### src/rtl/io_write_arbiter_pkg.sv
// Shared constants and types for the button-to-regfile write arbiter.
// Buttons map to registers IO_REG_BASE + index (UP=1, DOWN=2, LEFT=3, RIGHT=4).
package io_write_arbiter_pkg;

    localparam int unsigned NUM_BTNS    = 4;
    localparam int unsigned IO_REG_BASE = 1;

    typedef enum logic [1:0] {
        StDisabled = 2'd0,
        StResync   = 2'd1,
        StActive   = 2'd2
    } arb_state_e;

    function automatic logic [1:0] rr_next(input logic [1:0] idx);
        return idx + 2'd1;
    endfunction

endpackage

### src/rtl/btn_debounce.sv
// Two-flop synchroniser plus counter debouncer for one raw button.
// 'changed' is high in the cycle whose closing edge flips 'level'.
module btn_debounce #(
    parameter int unsigned DEBOUNCE_CYCLES = 16,
    parameter int unsigned CNT_W           = 16
) (
    input  logic clock,
    input  logic ctrl_reset,
    input  logic raw,
    output logic level,
    output logic changed
);

    localparam logic [CNT_W-1:0] CntLast = CNT_W'(DEBOUNCE_CYCLES - 1);

    logic             sync1_q;
    logic             sync2_q;
    logic             level_q;
    logic [CNT_W-1:0] cnt_q;

    assign changed = (sync2_q != level_q) && (cnt_q == CntLast);
    assign level   = level_q;

    always_ff @(posedge clock or posedge ctrl_reset) begin
        if (ctrl_reset) begin
            sync1_q <= 1'b0;
            sync2_q <= 1'b0;
            level_q <= 1'b0;
            cnt_q   <= '0;
        end else begin
            sync1_q <= raw;
            sync2_q <= sync1_q;
            if (sync2_q == level_q) begin
                cnt_q <= '0;
            end else if (changed) begin
                level_q <= ~level_q;
                cnt_q   <= '0;
            end else begin
                cnt_q <= cnt_q + CNT_W'(1);
            end
        end
    end

endmodule

### src/rtl/io_write_arbiter.sv
// Shares the regfile write port between processor writeback and four debounced buttons.
// Processor writes always win; button events are injected round-robin on idle cycles.
module io_write_arbiter
    import io_write_arbiter_pkg::*;
#(
    parameter int unsigned DEBOUNCE_CYCLES = 16,
    parameter int unsigned CNT_W           = 16
) (
    input  logic        clock,
    input  logic        ctrl_reset,
    input  logic        proc_writeEnable,
    input  logic [4:0]  proc_writeReg,
    input  logic [31:0] proc_writeData,
    input  logic        btn_UP,
    input  logic        btn_DOWN,
    input  logic        btn_LEFT,
    input  logic        btn_RIGHT,
    input  logic        io_enable,
    output logic        ctrl_writeEnable,
    output logic [4:0]  ctrl_writeReg,
    output logic [31:0] data_writeReg,
    output logic [3:0]  io_pending,
    output logic [7:0]  io_overrun
);

    logic [NUM_BTNS-1:0] raw;
    logic [NUM_BTNS-1:0] level;
    logic [NUM_BTNS-1:0] changed;

    assign raw = {btn_RIGHT, btn_LEFT, btn_DOWN, btn_UP};

    for (genvar i = 0; i < NUM_BTNS; i++) begin : g_db
        btn_debounce #(
            .DEBOUNCE_CYCLES(DEBOUNCE_CYCLES),
            .CNT_W          (CNT_W)
        ) u_db (
            .clock     (clock),
            .ctrl_reset(ctrl_reset),
            .raw       (raw[i]),
            .level     (level[i]),
            .changed   (changed[i])
        );
    end

    arb_state_e          state_q;
    logic [NUM_BTNS-1:0] pend_valid_q;
    logic [NUM_BTNS-1:0] pend_val_q;
    logic [1:0]          rr_ptr_q;
    logic [7:0]          overrun_q;

    logic                grant;
    logic [1:0]          grant_idx;
    logic [1:0]          cand;

    // Scan offsets high to low so the smallest offset from rr_ptr wins.
    always_comb begin
        grant     = 1'b0;
        grant_idx = rr_ptr_q;
        cand      = '0;
        if (!proc_writeEnable && state_q == StActive) begin
            for (int k = NUM_BTNS - 1; k >= 0; k--) begin
                cand = rr_ptr_q + 2'(k);
                if (pend_valid_q[cand]) begin
                    grant     = 1'b1;
                    grant_idx = cand;
                end
            end
        end
    end

    always_comb begin
        ctrl_writeEnable = 1'b0;
        ctrl_writeReg    = '0;
        data_writeReg    = '0;
        if (proc_writeEnable) begin
            ctrl_writeEnable = 1'b1;
            ctrl_writeReg    = proc_writeReg;
            data_writeReg    = proc_writeData;
        end else if (grant) begin
            ctrl_writeEnable = 1'b1;
            ctrl_writeReg    = 5'(grant_idx) + 5'(IO_REG_BASE);
            data_writeReg    = {31'b0, pend_val_q[grant_idx]};
        end
    end

    logic [NUM_BTNS-1:0] act_valid;
    logic [NUM_BTNS-1:0] act_val;
    logic [2:0]          ovr_add;
    logic [8:0]          ovr_sum;
    logic [7:0]          ovr_next;

    // A new event on the button being granted this cycle replaces a completed write,
    // so only events landing on a still-pending slot count as overruns.
    always_comb begin
        act_valid = pend_valid_q;
        act_val   = pend_val_q;
        ovr_add   = '0;
        if (grant) begin
            act_valid[grant_idx] = 1'b0;
        end
        for (int i = 0; i < NUM_BTNS; i++) begin
            if (changed[i]) begin
                if (pend_valid_q[i] && !(grant && grant_idx == 2'(i))) begin
                    ovr_add = ovr_add + 3'd1;
                end
                act_valid[i] = 1'b1;
                act_val[i]   = ~level[i];
            end
        end
        ovr_sum  = {1'b0, overrun_q} + 9'(ovr_add);
        ovr_next = ovr_sum[8] ? 8'hff : ovr_sum[7:0];
    end

    always_ff @(posedge clock or posedge ctrl_reset) begin
        if (ctrl_reset) begin
            state_q      <= StDisabled;
            pend_valid_q <= '0;
            pend_val_q   <= '0;
            rr_ptr_q     <= '0;
            overrun_q    <= '0;
        end else begin
            unique case (state_q)
                StDisabled: begin
                    pend_valid_q <= '0;
                    if (io_enable) state_q <= StResync;
                end
                StResync: begin
                    // Republish every button level; round robin restarts from UP.
                    pend_valid_q <= '1;
                    pend_val_q   <= level ^ changed;
                    rr_ptr_q     <= '0;
                    state_q      <= StActive;
                end
                StActive: begin
                    if (grant) rr_ptr_q <= rr_next(grant_idx);
                    if (!io_enable) begin
                        pend_valid_q <= '0;
                        state_q      <= StDisabled;
                    end else begin
                        pend_valid_q <= act_valid;
                        pend_val_q   <= act_val;
                        overrun_q    <= ovr_next;
                    end
                end
                default: state_q <= StDisabled;
            endcase
        end
    end

    assign io_pending = pend_valid_q;
    assign io_overrun = overrun_q;

endmodule

### config.mk
export PLATFORM = sky130hd
export DESIGN_NAME = io_write_arbiter
export DESIGN_NICKNAME = d
export VERILOG_FILES = /design/src/rtl/io_write_arbiter_pkg.sv /design/src/rtl/btn_debounce.sv /design/src/rtl/io_write_arbiter.sv
export SDC_FILE = /design/constraint.sdc
export NUM_CORES = 1
export LEC_CHECK = 0
export BUFFER_PORTS_ARGS = -buffer_cell sky130_fd_sc_hd__buf_2
export CAP_MARGIN = 20
export CELL_PAD_IN_SITES_DETAIL_PLACEMENT = 0
export CELL_PAD_IN_SITES_GLOBAL_PLACEMENT = 2
export CORE_MARGIN = 5
export CORE_UTILIZATION = 32
export DETAILED_ROUTE_END_ITERATION = 7
export PLACE_DENSITY_LB_ADDON = 0.1
export SLEW_MARGIN = 25
export SYNTH_ARGS = -nofsm -noshare
export SYNTH_HDL_FRONTEND = slang
export SYNTH_HIERARCHICAL = 1
export SYNTH_SLANG_ARGS = --single-unit
### constraint.sdc
create_clock -name clock -period 5.2 [get_ports clock]
set_input_delay 0.26 -clock clock [delete_from_list [all_inputs] [get_ports clock]]
set_output_delay 0.26 -clock clock [all_outputs]
set_load 0.1 [all_outputs]
==> impl_results.rst, run 1 <==
.. list-table::
   :header-rows: 1

   * - Metric
     - Value
   * - Multiplexer fraction of the synthesized cell area
     - 2.641%
   * - Worst setup EP type
     - flop
   * - Count of final setup violators
     - 0
   * - Initial antenna violation count
     - 0
   * - Pin count of the biggest net entering global routing
     - 39
   * - Dominant cell type by count on the critical path
     - sky130_fd_sc_hd__ha_1
   * - Residual DRC count
     - 0
   * - Post-synthesis cell area
     - approximately 5500 sq um
   * - Final period utilization
     - between 90% and 100%
   * - Post-Layout Inst Area
     - between 6000 and 7000 sq um
   * - Number of storage elements in the synthesis netlist
     - 96
   * - Time the worst path needs with I/O delays and setup
     - 5007 ps
   * - Most numerous cell in the Yosys netlist
     - sky130_fd_sc_hd__dfrtp_1
   * - Number of antenna diodes
     - 0
   * - Remaining Overflow, GRT
     - 0
   * - Maximum Capacitance Violations
     - 0
   * - Crit path capture
     - io_overrun[7]
   * - Number of distinct library cell variants in the gate-level netlist after synthesis
     - 56
   * - Met3 wire len
     - 793 microns
   * - Overall Global Routing Usage
     - 12.65%
   * - Site row count
     - 48
   * - Run status
     - completed
   * - Reg2Reg Launch Point
     - state_q[0]
   * - Number of synthesized flops with an enable pin
     - 0
   * - Hold Vio Cnt, Final
     - 0
   * - Via count of the routed design
     - around 4300
   * - Share of Yosys cell area claimed by the top area cell type
     - between 40% and 50%
   * - Max Used Layer
     - met4
   * - Number of vias per cell
     - a little under 5
   * - Filler cell count in the final layout
     - roughly 1700
   * - Synthesized instance count
     - approximately 570
   * - Share of async-settable or async-resettable flops after synthesis
     - 100.0%
   * - Slack of the worst reg-to-reg path
     - slightly below 200 ps
   * - Post-synthesis share of cell area spent on xor and xnor gates
     - around a tenth
   * - Most used standard cells in the synthesized netlist
     - 96 x sky130_fd_sc_hd__dfrtp_1, 82 x sky130_fd_sc_hd__nor2_1, 55 x sky130_fd_sc_hd__xor2_1, 38 x sky130_fd_sc_hd__and2_1, 35 x sky130_fd_sc_hd__nand2_1
   * - I/O pin count
     - 95
   * - Max_slew headroom
     - 42.42%
   * - Top achievable clock speed
     - 199.7 MHz
   * - Synthesis-to-finish area growth
     - 17.68%
   * - Number of buffer cells added on primary ports
     - 94
   * - Iteration count of the initial detailed-routing pass
     - 4
   * - Number of H-tree levels
     - 3
   * - Worst-path clk slew
     - approximately 70 ps
   * - 1st-iter DRT viols
     - approximately 240
   * - Predominant post-synthesis flop cell
     - sky130_fd_sc_hd__dfrtp_1
   * - Terminus of the critical flop-to-flop path
     - io_overrun[7]
   * - Worst Path Max Fanout
     - 4
   * - HPWL after detailed placement
     - between 9000 and 10000 microns
   * - Post-detailed-route wirelength per cell
     - about 14 microns
   * - Setup crit start
     - state_q[0]
   * - Number of warnings reported in the yosys synthesis log
     - 6
   * - Maximum cell stage delay along the critical path
     - 400 ps
   * - Dominant combinational cell family by area after synthesis
     - simple AND/OR/NAND/NOR gates
   * - Wire length on met1
     - just over 6000 microns
   * - Total wire length
     - between 10000 and 15000 microns
   * - Worst min path class
     - primary input to flop
   * - Adder-cell share of the synthesized area
     - 4.650%
   * - Static power due to leakage
     - ~3.1 nW
   * - Unrepaired setup endpoints after global routing
     - no
   * - Fraction of layout cells with a size suffix above 1
     - between 20% and 30%
   * - WL met2
     - ~5200 microns
   * - Final TNS setup
     - 0 ps
   * - Biggest area contributors in the synthesized netlist
     - sky130_fd_sc_hd__dfrtp_1 43%, sky130_fd_sc_hd__xor2_1 8.7%, sky130_fd_sc_hd__nor2_1 5.6%
   * - Max Transition Viols Final
     - 0
   * - Die extent in x
     - 141.6 microns
   * - Clock latency at the later pin of the worst-skew pair
     - 350 ps
   * - Sequential element share of the synthesized area
     - between 40% and 50%
   * - Critical-path cell list
     - inv_2 -> ha_2 -> and2b_2 -> nand2_1 -> o211a_1 -> a211oi_4 -> inv_2 -> ha_1 -> a21oi_1 -> ha_1 -> mux2_2 -> ha_1 -> mux2_1 -> ha_1 -> mux2_2 -> ha_1 -> a21o_1 -> a21oi_1 -> nor2_1 -> and3_4 -> nand3_1 -> mux2_2
   * - Post-synthesis share of cell area spent on and, or, nand and nor gates
     - 27.13%
   * - Arrival time at the worst endpoint
     - approximately 5200 ps
   * - Average cell area after synthesis
     - roughly 9.7 sq um
   * - First-pass GRT wire length
     - 20890 microns
   * - Maximum count of clock buffers along a single path
     - 2
   * - VDD IR-drop max
     - 0.0001345 V
   * - Count of nets left with antenna violations after detail routing
     - 0
   * - Number of global-route vias before repair
     - 4119
   * - Initial Util
     - around 32%
   * - Clock sink count
     - 96
   * - Synth Area in Compound Gates
     - ~7.4%
   * - Setup CP Type
     - flop to flop
   * - Cell area after placement
     - 6168 sq um
   * - Power per cell area
     - roughly 340 nW/um^2
   * - Reg2Reg Depth
     - 22
   * - Worst path required time
     - between 5000 and 6000 ps
   * - Placeable Area
     - ~17000 sq um
   * - Mapped Nets
     - ~640
   * - Cell with the biggest individual delay on the critical path
     - sky130_fd_sc_hd__dfrtp_1
   * - Weighted congestion at the end of routability-driven global placement
     - 0.8191
   * - Worst setup skew after layout
     - 12.37 ps
   * - Cts bufs inserted
     - 9
   * - Die Footprint
     - 20050 sq um
   * - Top cell type by total area after synthesis
     - sky130_fd_sc_hd__dfrtp_1
   * - Final net count
     - 725
   * - Vertical die dimension
     - 141.6 microns
   * - CTS tree
     - built
   * - CP Launch Type
     - flop
   * - CTS root buf
     - sky130_fd_sc_hd__clkbuf_16
   * - Least-Margin Pin Slew
     - about 860 ps
==> cell usage in the layout, fill, tap and decap left out, types with 8 or more instances in the layout <==
| cell | synthesis | routed |
|---|---|---|
| sky130_fd_sc_hd__xnor2_1 | 10 | 10 |
| sky130_fd_sc_hd__buf_2 | 9 | 94 |
| sky130_fd_sc_hd__nand3_1 | 24 | 23 |
| sky130_fd_sc_hd__nor2_1 | 82 | 81 |
| sky130_fd_sc_hd__nor4_1 | 8 | 8 |
| sky130_fd_sc_hd__o21ai_0 | 13 | 13 |
| sky130_fd_sc_hd__a21oi_1 | 17 | 17 |
| sky130_fd_sc_hd__ha_1 | 19 | 18 |
| sky130_fd_sc_hd__clkbuf_16 | 0 | 9 |
| sky130_fd_sc_hd__xor2_1 | 55 | 55 |
| sky130_fd_sc_hd__dfrtp_1 | 96 | 91 |
| sky130_fd_sc_hd__nand2_1 | 35 | 35 |
| sky130_fd_sc_hd__and2_1 | 38 | 38 |
| sky130_fd_sc_hd__inv_1 | 22 | 21 |
| sky130_fd_sc_hd__nand4_1 | 24 | 24 |
| sky130_fd_sc_hd__and4_1 | 12 | 12 |
| sky130_fd_sc_hd__and3_2 | 8 | 8 |
==> per-stage QoR <==
step | hold WS, ps | worst slack [ps] | std cells | utilization, % | power [mW]
2_1_floorplan | 211.1 | 127.1 | 572 | - | 1.390
3_3_place_gp | 336.0 | 232.1 | 871 | 36.04 | 1.551
3_5_place_dp | 336.3 | 93.36 | 871 | 36.04 | 1.556
4_1_cts | 9.414 | 85.72 | 889 | 37.90 | 2.247
5_1_grt | 12.85 | 5.588 | 890 | 38.11 | 2.371
6_report | 30.60 | 193.3 | 890 | 38.11 | 2.226
==> state kept, by name, summed over array words and instances (netlist names) <==
register	cells
g_db.u_db/cnt_q	64
g_db.u_db/level	4
g_db.u_db/sync1_q	4
g_db.u_db/sync2_q	4
io_overrun	8
io_pending	4
pend_val_q	4
rr_ptr_q	2
state_q	2
==> worst min path at each step <==
| stage | to | from | slack (ps) | depth (start not counted) |
|---|---|---|---|---|
| global route | g_db[2].u_db/sync1_q | btn_LEFT | 10 | 1 |
| global placement | g_db[2].u_db/sync2_q | g_db[2].u_db/sync1_q | 340 | 0 |
| finish | g_db[0].u_db/sync1_q | btn_UP | 30 | 1 |
| floorplan | g_db[0].u_db/cnt_q[0] | ctrl_reset | 210 | 1 |
| CTS | g_db[2].u_db/sync1_q | btn_LEFT | 9 | 1 |
| detailed placement | g_db[3].u_db/sync2_q | g_db[3].u_db/sync1_q | 340 | 0 |
==> metal layers <==
layer / GRT usage (%) / vias up
met3: 2.696 / 15
met1: 17.76 / 2029
li1: - / 2140
met5: 0 / -
met4: 4.646 / 0
met2: 19.22 / 123
==> final cells by class <==
class / instances / area (sq um) / share of cell area [%]
clock buffers: 12 / 246.5 / 3.779
clock inverters: 4 / 52.55 / 0.8057
inverters: 23 / 86.33 / 1.324
multi-input cells: 428 / 2912 / 44.64
flip-flops and latches: 96 / 2409 / 36.93
well taps: 225 / 281.5 / 4.316
repair buffers: 102 / 535.5 / 8.210
==> what timing repair did <==
| action | CTS | global route |
|---|---|---|
| resized for setup | 0 | 9 |
| hold buffers | 2 | 0 |
| buffers inserted | 0 | 1 |
| hold endpoints to repair | 2 | 0 |
| endpoints found under the setup margin | 0 | 6 |
==> logic make-up after synthesis <==
kind of cell	Yosys count
AND/OR/NAND/NOR	273
XOR/XNOR	65
AO/OA/AOI/OAI	58
multiplexers	12
adder cells (fa/ha/maj)	20
buffers and inverters	48
flip-flops	96
==> where the power goes <==
group	switching, mW	leakage [nW]	internal (mW)
clock	0.285	0.147	0.388
combinational	0.481	1.69	0.213
sequential	0.0612	1.29	0.798
==> worst max-delay path: cells and delay by family, from the launching register on <==
kind,cells,cell delay [ps]
compound gates,5,970
fa+ha+maj,6,1490
buf+inv,2,190
flops,1,400
mux,4,1210
simple gates,5,640
Power figures use the tool's default switching activity.
==> inputs of run 2 (changes only) <==
Settings changed: PLACE_DENSITY set to 0.77, PLACE_DENSITY_LB_ADDON 0.1 to unset.
==> run 2 against run 1 <==
  * Largest power group unchanged
  * Routed wire length is 0.92% higher
  * Critical path type unchanged
  * Setup slack improved by 60 ps
  * Sequential cell count did not move
==> impl_results.rst, run 2 (same netlist as run 1, synthesis figures left out) <==
.. list-table::
   :header-rows: 1

   * - Metric
     - Value
   * - Run status
     - completed
   * - First-pass GRT wire length
     - 20790 microns
   * - Post-detailed-route wirelength per cell
     - 14.00 microns
   * - Maximum count of clock buffers along a single path
     - 2
   * - Top reg by flops
     - g_db.u_db/cnt_q
   * - Maximum Capacitance Violations
     - 0
   * - Final period utilization
     - 95.12%
   * - Reg2Reg Launch Point
     - state_q[0]
   * - Most common cell after layout, fill and taps aside
     - sky130_fd_sc_hd__buf_2
   * - Number of vias per cell
     - 4.881
   * - PnR worst setup slack
     - 253.5 ps
   * - Worst-path clk slew
     - ~70 ps
   * - Worst Path Max Fanout
     - 5
   * - Filler cell count in the final layout
     - 1669
   * - CTS tree
     - built
   * - Static power due to leakage
     - between 3 and 4 nW
   * - Hold Vio Cnt, Final
     - 0
   * - Vertical die dimension
     - around 140 microns
   * - Number of antenna diodes
     - 0
   * - Count of nets left with antenna violations after detail routing
     - 0
   * - Time the worst path needs with I/O delays and setup
     - between 4000 and 5000 ps
   * - Worst slack after detailed placement
     - 75.51 ps
   * - Finished Core Util
     - approximately two fifths
   * - Fraction of layout cells with a size suffix above 1
     - 25.79%
   * - Number of global-route vias before repair
     - between 4000 and 5000
   * - Startpoint of the worst hold path
     - btn_DOWN
   * - Worst path required time
     - 5430 ps
   * - Number of buffer cells added on primary ports
     - 94
   * - Worst setup EP type
     - flop
   * - Die Footprint
     - between 20000 and 25000 sq um
   * - Clock sink count
     - 96
   * - 1st-iter DRT viols
     - between 200 and 250
   * - Worst setup skew after layout
     - 9.115 ps
   * - Count of final setup violators
     - 0
   * - Max_slew headroom
     - between 40% and 50%
   * - Top achievable clock speed
     - 202.2 MHz
   * - Setup crit start
     - state_q[0]
   * - Initial antenna violation count
     - 0
   * - CTS root buf
     - sky130_fd_sc_hd__clkbuf_16
   * - Site row count
     - 48
   * - Least-Margin Pin Slew
     - roughly 820 ps
   * - Worst min path class
     - primary input to flop
   * - VDD IR-drop max
     - 0.0001528 V
   * - Largest register FFs
     - 64
   * - Overall Global Routing Usage
     - 12.51%
   * - Via count of the routed design
     - approximately 4300
   * - Remaining Overflow, GRT
     - 0
   * - Arrival time at the worst endpoint
     - 5180 ps
   * - Pin count of the biggest net entering global routing
     - 39
   * - HPWL after detailed placement
     - just over 9000 microns
   * - Initial Util
     - between 30% and 40%
   * - I/O pin count
     - between 90 and 100
   * - Weighted congestion at the end of routability-driven global placement
     - between 0.8 and 0.9
   * - Number of H-tree levels
     - 3
   * - Final net count
     - between 700 and 800
   * - Total chip power
     - 2.218 mW
   * - Iteration count of the initial detailed-routing pass
     - 4
   * - Synthesis-to-finish area growth
     - 17.45%
   * - CP Launch Type
     - flop
   * - Top library cells by usage in the layout, fill and taps aside
     - 94 x sky130_fd_sc_hd__buf_2, 92 x sky130_fd_sc_hd__dfrtp_1, 81 x sky130_fd_sc_hd__nor2_1
   * - Power per cell area
     - ~340 nW/um^2
   * - Die extent in x
     - ~140 microns
   * - Clock latency at the later pin of the worst-skew pair
     - 350 ps
   * - Setup CP Type
     - flop to flop
   * - Cts bufs inserted
     - 9
   * - Total wire length
     - around 12000 microns
   * - Residual DRC count
     - 0
   * - Max Transition Viols Final
     - 0
   * - Placeable Area
     - around 17000 sq um
[run 2: final cells by class]
type / instances / area [sq um] / share of cell area (%)
Clock inverter: 6 / 68.82 / 1.057
Tap cell: 225 / 281.5 / 4.324
Inverter: 23 / 86.33 / 1.326
Clock buffer: 10 / 229.0 / 3.517
Sequential cell: 96 / 2407 / 36.98
Multi-Input combinational cell: 428 / 2922 / 44.88
Timing Repair Buffer: 100 / 515.5 / 7.919
[run 2: repair_timing]
| action | in CTS | in global routing |
|---|---|---|
| hold buffers | 0 | 0 |
| resized for setup | 0 | 11 |
| buffers inserted | 0 | 2 |
| setup endpoints to repair | 0 | 6 |
| endpoints found under the hold margin | 0 | 0 |
[run 2: critical path, cell delays in order, from the launching register on]
cell and delay, ps:
sky130_fd_sc_hd__dfrtp_1 410, sky130_fd_sc_hd__inv_2 100, sky130_fd_sc_hd__ha_2 190, sky130_fd_sc_hd__and2b_2 180, sky130_fd_sc_hd__nand2_1 90, sky130_fd_sc_hd__o211a_1 270, sky130_fd_sc_hd__a211oi_4 260, sky130_fd_sc_hd__inv_2 90
sky130_fd_sc_hd__ha_2 210, sky130_fd_sc_hd__a21oi_2 120, sky130_fd_sc_hd__ha_1 230, sky130_fd_sc_hd__mux2_2 290, sky130_fd_sc_hd__ha_1 270, sky130_fd_sc_hd__mux2_1 310, sky130_fd_sc_hd__ha_1 290, sky130_fd_sc_hd__mux2_2 280
sky130_fd_sc_hd__ha_1 270, sky130_fd_sc_hd__a21o_1 180, sky130_fd_sc_hd__a21oi_1 140, sky130_fd_sc_hd__nor2_1 80, sky130_fd_sc_hd__and3_4 210, sky130_fd_sc_hd__nand3_1 80, sky130_fd_sc_hd__mux2_2 320
[run 2: per-layer routing]
layer | share of wire, % | track usage, % | vias to the layer above
li1 | - | - | 2136
met1 | 46 | 16.26 | 2057
met2 | 46 | 20.64 | 123
met3 | 6.4 | 2.730 | 18
met4 | 1.7 | 4.293 | 0
met5 | 0 | 0 | -
[run 2: power by group]
group          switching, mW  internal, mW
clock                  0.291         0.376
combinational          0.484         0.210
sequential            0.0598         0.797
total                  0.835          1.38
[run 2: per-stage QoR]
stage	instances	TNS [ps]	hold slack [ps]	instance area, sq um
after floorplan	572	0	211.1	5548
after CTS	886	0	0.6279	6459
final	888	0	14.42	6510
after global routing	888	-35.72	4.569	6510
after detailed placement	870	0	347.0	6161
after global placement	870	0	334.3	6161
[run 2: worst paths after layout]
| path | endpoint | slack (ps) | cells past startpoint |
|---|---|---|---|
| max in group asynchronous | io_pending[3] | 4500 | 2 |
| setup / recovery | io_overrun[7] | 250 | 22 |
| hold reg to reg | g_db[0].u_db/sync2_q | 360 | 0 |
| hold / removal | g_db[1].u_db/sync1_q | 10 | 1 |
| setup reg to reg | io_overrun[7] | 250 | 22 |
| min in group asynchronous | g_db[0].u_db/cnt_q[14] | 70 | 2 |
==> inputs of run 3 (changes only) <==
Settings changed: GPL_TIMING_DRIVEN set to 0, SETUP_SLACK_MARGIN set to 0.4.
==> run 3 against run 2 <==
  * Largest cell class unchanged
  * First-iteration DRC count grew 12%
  * Sequential power shrank 2.7%
  * Global-route usage grew 0.55 points
  * Power grew 8.3%
  * Sequential cell count is the same
  * Largest power group is now combinational logic
  * Core utilization grew 2.7 points
  * Maximum frequency grew 5.5%
  * Critical endpoint unchanged
  * Non-clock buffer count grew 45
  * Design area grew 7.2%
  * Clock skew grew 3.1 ps
  * Critical path type unchanged
  * Sequential share of layout area shrank 2.3 points
==> impl_results.rst, run 3 (same netlist as run 1, synthesis figures left out) <==
.. list-table::
   :header-rows: 1

   * - Metric
     - Value
   * - Post-Layout Inst Area
     - 6977 sq um
   * - Synthesis-to-finish area growth
     - 25.87%
   * - Number of antenna diodes
     - 0
   * - Number of vias per cell
     - about 5
   * - Top library cells by usage in the layout, fill and taps aside
     - 99 x sky130_fd_sc_hd__buf_2, 92 x sky130_fd_sc_hd__dfrtp_1, 80 x sky130_fd_sc_hd__nor2_1
   * - Final net count
     - 768
   * - Clock sink count
     - 96
   * - Top achievable clock speed
     - 213.2 MHz
   * - Pin count of the biggest net entering global routing
     - 21
   * - Worst Path Max Fanout
     - 3
   * - Max_slew headroom
     - between 40 and 50%
   * - Placed cell count
     - just under 900
   * - Filler cell count in the final layout
     - about 1700
   * - Top reg by flops
     - g_db.u_db/cnt_q
   * - Initial antenna violation count
     - 0
   * - CTS tree
     - built
   * - Worst min path class
     - primary input to flop
   * - Fraction of layout cells with a size suffix above 1
     - slightly above 30%
   * - I/O pin count
     - 95
   * - PnR worst setup slack
     - just over 500 ps
   * - Remaining Overflow, GRT
     - 0
   * - Worst setup skew after layout
     - around 12 ps
   * - Maximum count of clock buffers along a single path
     - 2
   * - Setup CP Type
     - flop to flop
   * - Run status
     - completed
   * - Number of buffer cells added on primary ports
     - 94
   * - Total wire length
     - 13150 microns
   * - Number of global-route vias before repair
     - between 4000 and 5000
   * - Most common cell after layout, fill and taps aside
     - sky130_fd_sc_hd__buf_2
   * - HPWL after detailed placement
     - ~9500 microns
   * - Via count of the routed design
     - 4536
   * - Time the worst path needs with I/O delays and setup
     - between 4000 and 5000 ps
   * - Least-Margin Pin Slew
     - a little over 800 ps
   * - Maximum Capacitance Violations
     - 0
   * - Site row count
     - 48
   * - CTS root buf
     - sky130_fd_sc_hd__clkbuf_16
   * - Post-detailed-route wirelength per cell
     - roughly 14 microns
   * - Die Footprint
     - around 20000 sq um
   * - Count of placed standard cells in the final layout, fillers left out
     - 933
   * - Placeable Area
     - around 17000 sq um
   * - CP Launch Type
     - flop
   * - First-pass GRT wire length
     - ~21000 microns
   * - Worst-path clk slew
     - 70 ps
   * - Worst slack after detailed placement
     - -3.040 ps
   * - Weighted congestion at the end of routability-driven global placement
     - around 0.85
   * - Hold slack
     - approximately 21 ps
   * - Final period utilization
     - about nine tenths
   * - Power per cell area
     - around 340 nW/um^2
   * - Number of H-tree levels
     - 3
   * - Count of final setup violators
     - 0
   * - Hold Vio Cnt, Final
     - 0
   * - Iteration count of the initial detailed-routing pass
     - 4
   * - Largest register FFs
     - 64
   * - Unrepaired setup endpoints after global routing
     - yes
   * - Die extent in x
     - roughly 140 microns
   * - Vertical die dimension
     - 141.6 microns
   * - Worst path required time
     - between 5000 and 6000 ps
   * - Max Transition Viols Final
     - 0
   * - Residual DRC count
     - 0
   * - Worst setup EP type
     - flop
   * - Overall Global Routing Usage
     - 13.06%
   * - Arrival time at the worst endpoint
     - roughly 4900 ps
   * - Cell area after placement
     - ~6400 sq um
   * - Clock latency at the later pin of the worst-skew pair
     - about 350 ps
   * - Initial Util
     - 32.38%
   * - VDD IR-drop max
     - approximately 0.00014 V
   * - Cts bufs inserted
     - 9
   * - 1st-iter DRT viols
     - 243
   * - Count of nets left with antenna violations after detail routing
     - 0
   * - Finished Core Util
     - around two fifths
   * - Static power due to leakage
     - ~3.3 nW
## run 3: worst paths after layout
check | from | endpoint | slack (ps) | depth (start not counted)
max reg2reg | state_q[0] | io_overrun[7] | 510 | 23
max | state_q[0] | io_overrun[7] | 510 | 23
max in group asynchronous | ctrl_reset | io_pending[0] | 4480 | 2
min reg2reg | g_db[3].u_db/sync1_q | g_db[3].u_db/sync2_q | 350 | 0
min in group asynchronous | ctrl_reset | g_db[0].u_db/cnt_q[14] | 80 | 2
min | btn_LEFT | g_db[2].u_db/sync1_q | 20 | 1
## run 3: cell type report
type | count | area [sq um] | area share, %
multi-input cells | 428 | 3039 | 43.56
flip-flops and latches | 96 | 2417 | 34.65
repair buffers | 120 | 668.1 | 9.577
well taps | 225 | 281.5 | 4.035
clock buffers | 9 | 225.2 | 3.228
plain buffers | 25 | 193.9 | 2.780
inverters | 23 | 86.33 | 1.237
clock inverters | 7 | 65.06 | 0.9326
## run 3: power by group
part,total [mW],internal (mW),switching (mW)
Combinational,0.922,0.351,0.571
Sequential,0.834,0.800,0.0340
Clock,0.647,0.335,0.311
## run 3: critical path, cell delays in order, from the launching register on
cell	delay (ps)
sky130_fd_sc_hd__dfrtp_1	390
sky130_fd_sc_hd__inv_2	80
sky130_fd_sc_hd__ha_4	140
sky130_fd_sc_hd__and2b_1	130
sky130_fd_sc_hd__buf_6	120
sky130_fd_sc_hd__buf_4	130
sky130_fd_sc_hd__a41oi_2	120
sky130_fd_sc_hd__a41oi_2	250
sky130_fd_sc_hd__inv_2	110
sky130_fd_sc_hd__ha_4	180
sky130_fd_sc_hd__a21oi_2	160
sky130_fd_sc_hd__ha_1	250
sky130_fd_sc_hd__mux2_4	270
sky130_fd_sc_hd__ha_1	270
sky130_fd_sc_hd__mux2_4	260
sky130_fd_sc_hd__ha_1	290
sky130_fd_sc_hd__mux2_4	280
sky130_fd_sc_hd__ha_4	260
sky130_fd_sc_hd__a21o_1	110
sky130_fd_sc_hd__a21oi_2	60
sky130_fd_sc_hd__nor2_2	120
sky130_fd_sc_hd__and3_4	200
sky130_fd_sc_hd__nand3_2	80
sky130_fd_sc_hd__mux2_4	300
## run 3: metal layers
metal / track usage, % / vias up / wire length (microns)
met5: 0 / - / 0
met4: 4.697 / 0 / 206
met3: 2.460 / 17 / 833
met2: 21.89 / 118 / 6100
met1: 16.85 / 2161 / 6009
li1: - / 2240 / -
## run 3: through the flow
stage | TNS [ps] | total power [mW]
finish | 0 | 2.403
global route | 0 | 2.549
CTS | 0 | 2.359
detailed placement | -3.040 | 1.582
global placement | 0 | 1.571
floorplan | 0 | 1.422
## run 3: what timing repair did
action | in CTS | in global routing
hold buffers | 1 | 0
endpoints found under the hold margin | 1 | 0
gates resized for setup | 8 | 14
buffers inserted | 16 | 9
pin swaps | 5 | 8
endpoints found under the setup margin | 8 | 8
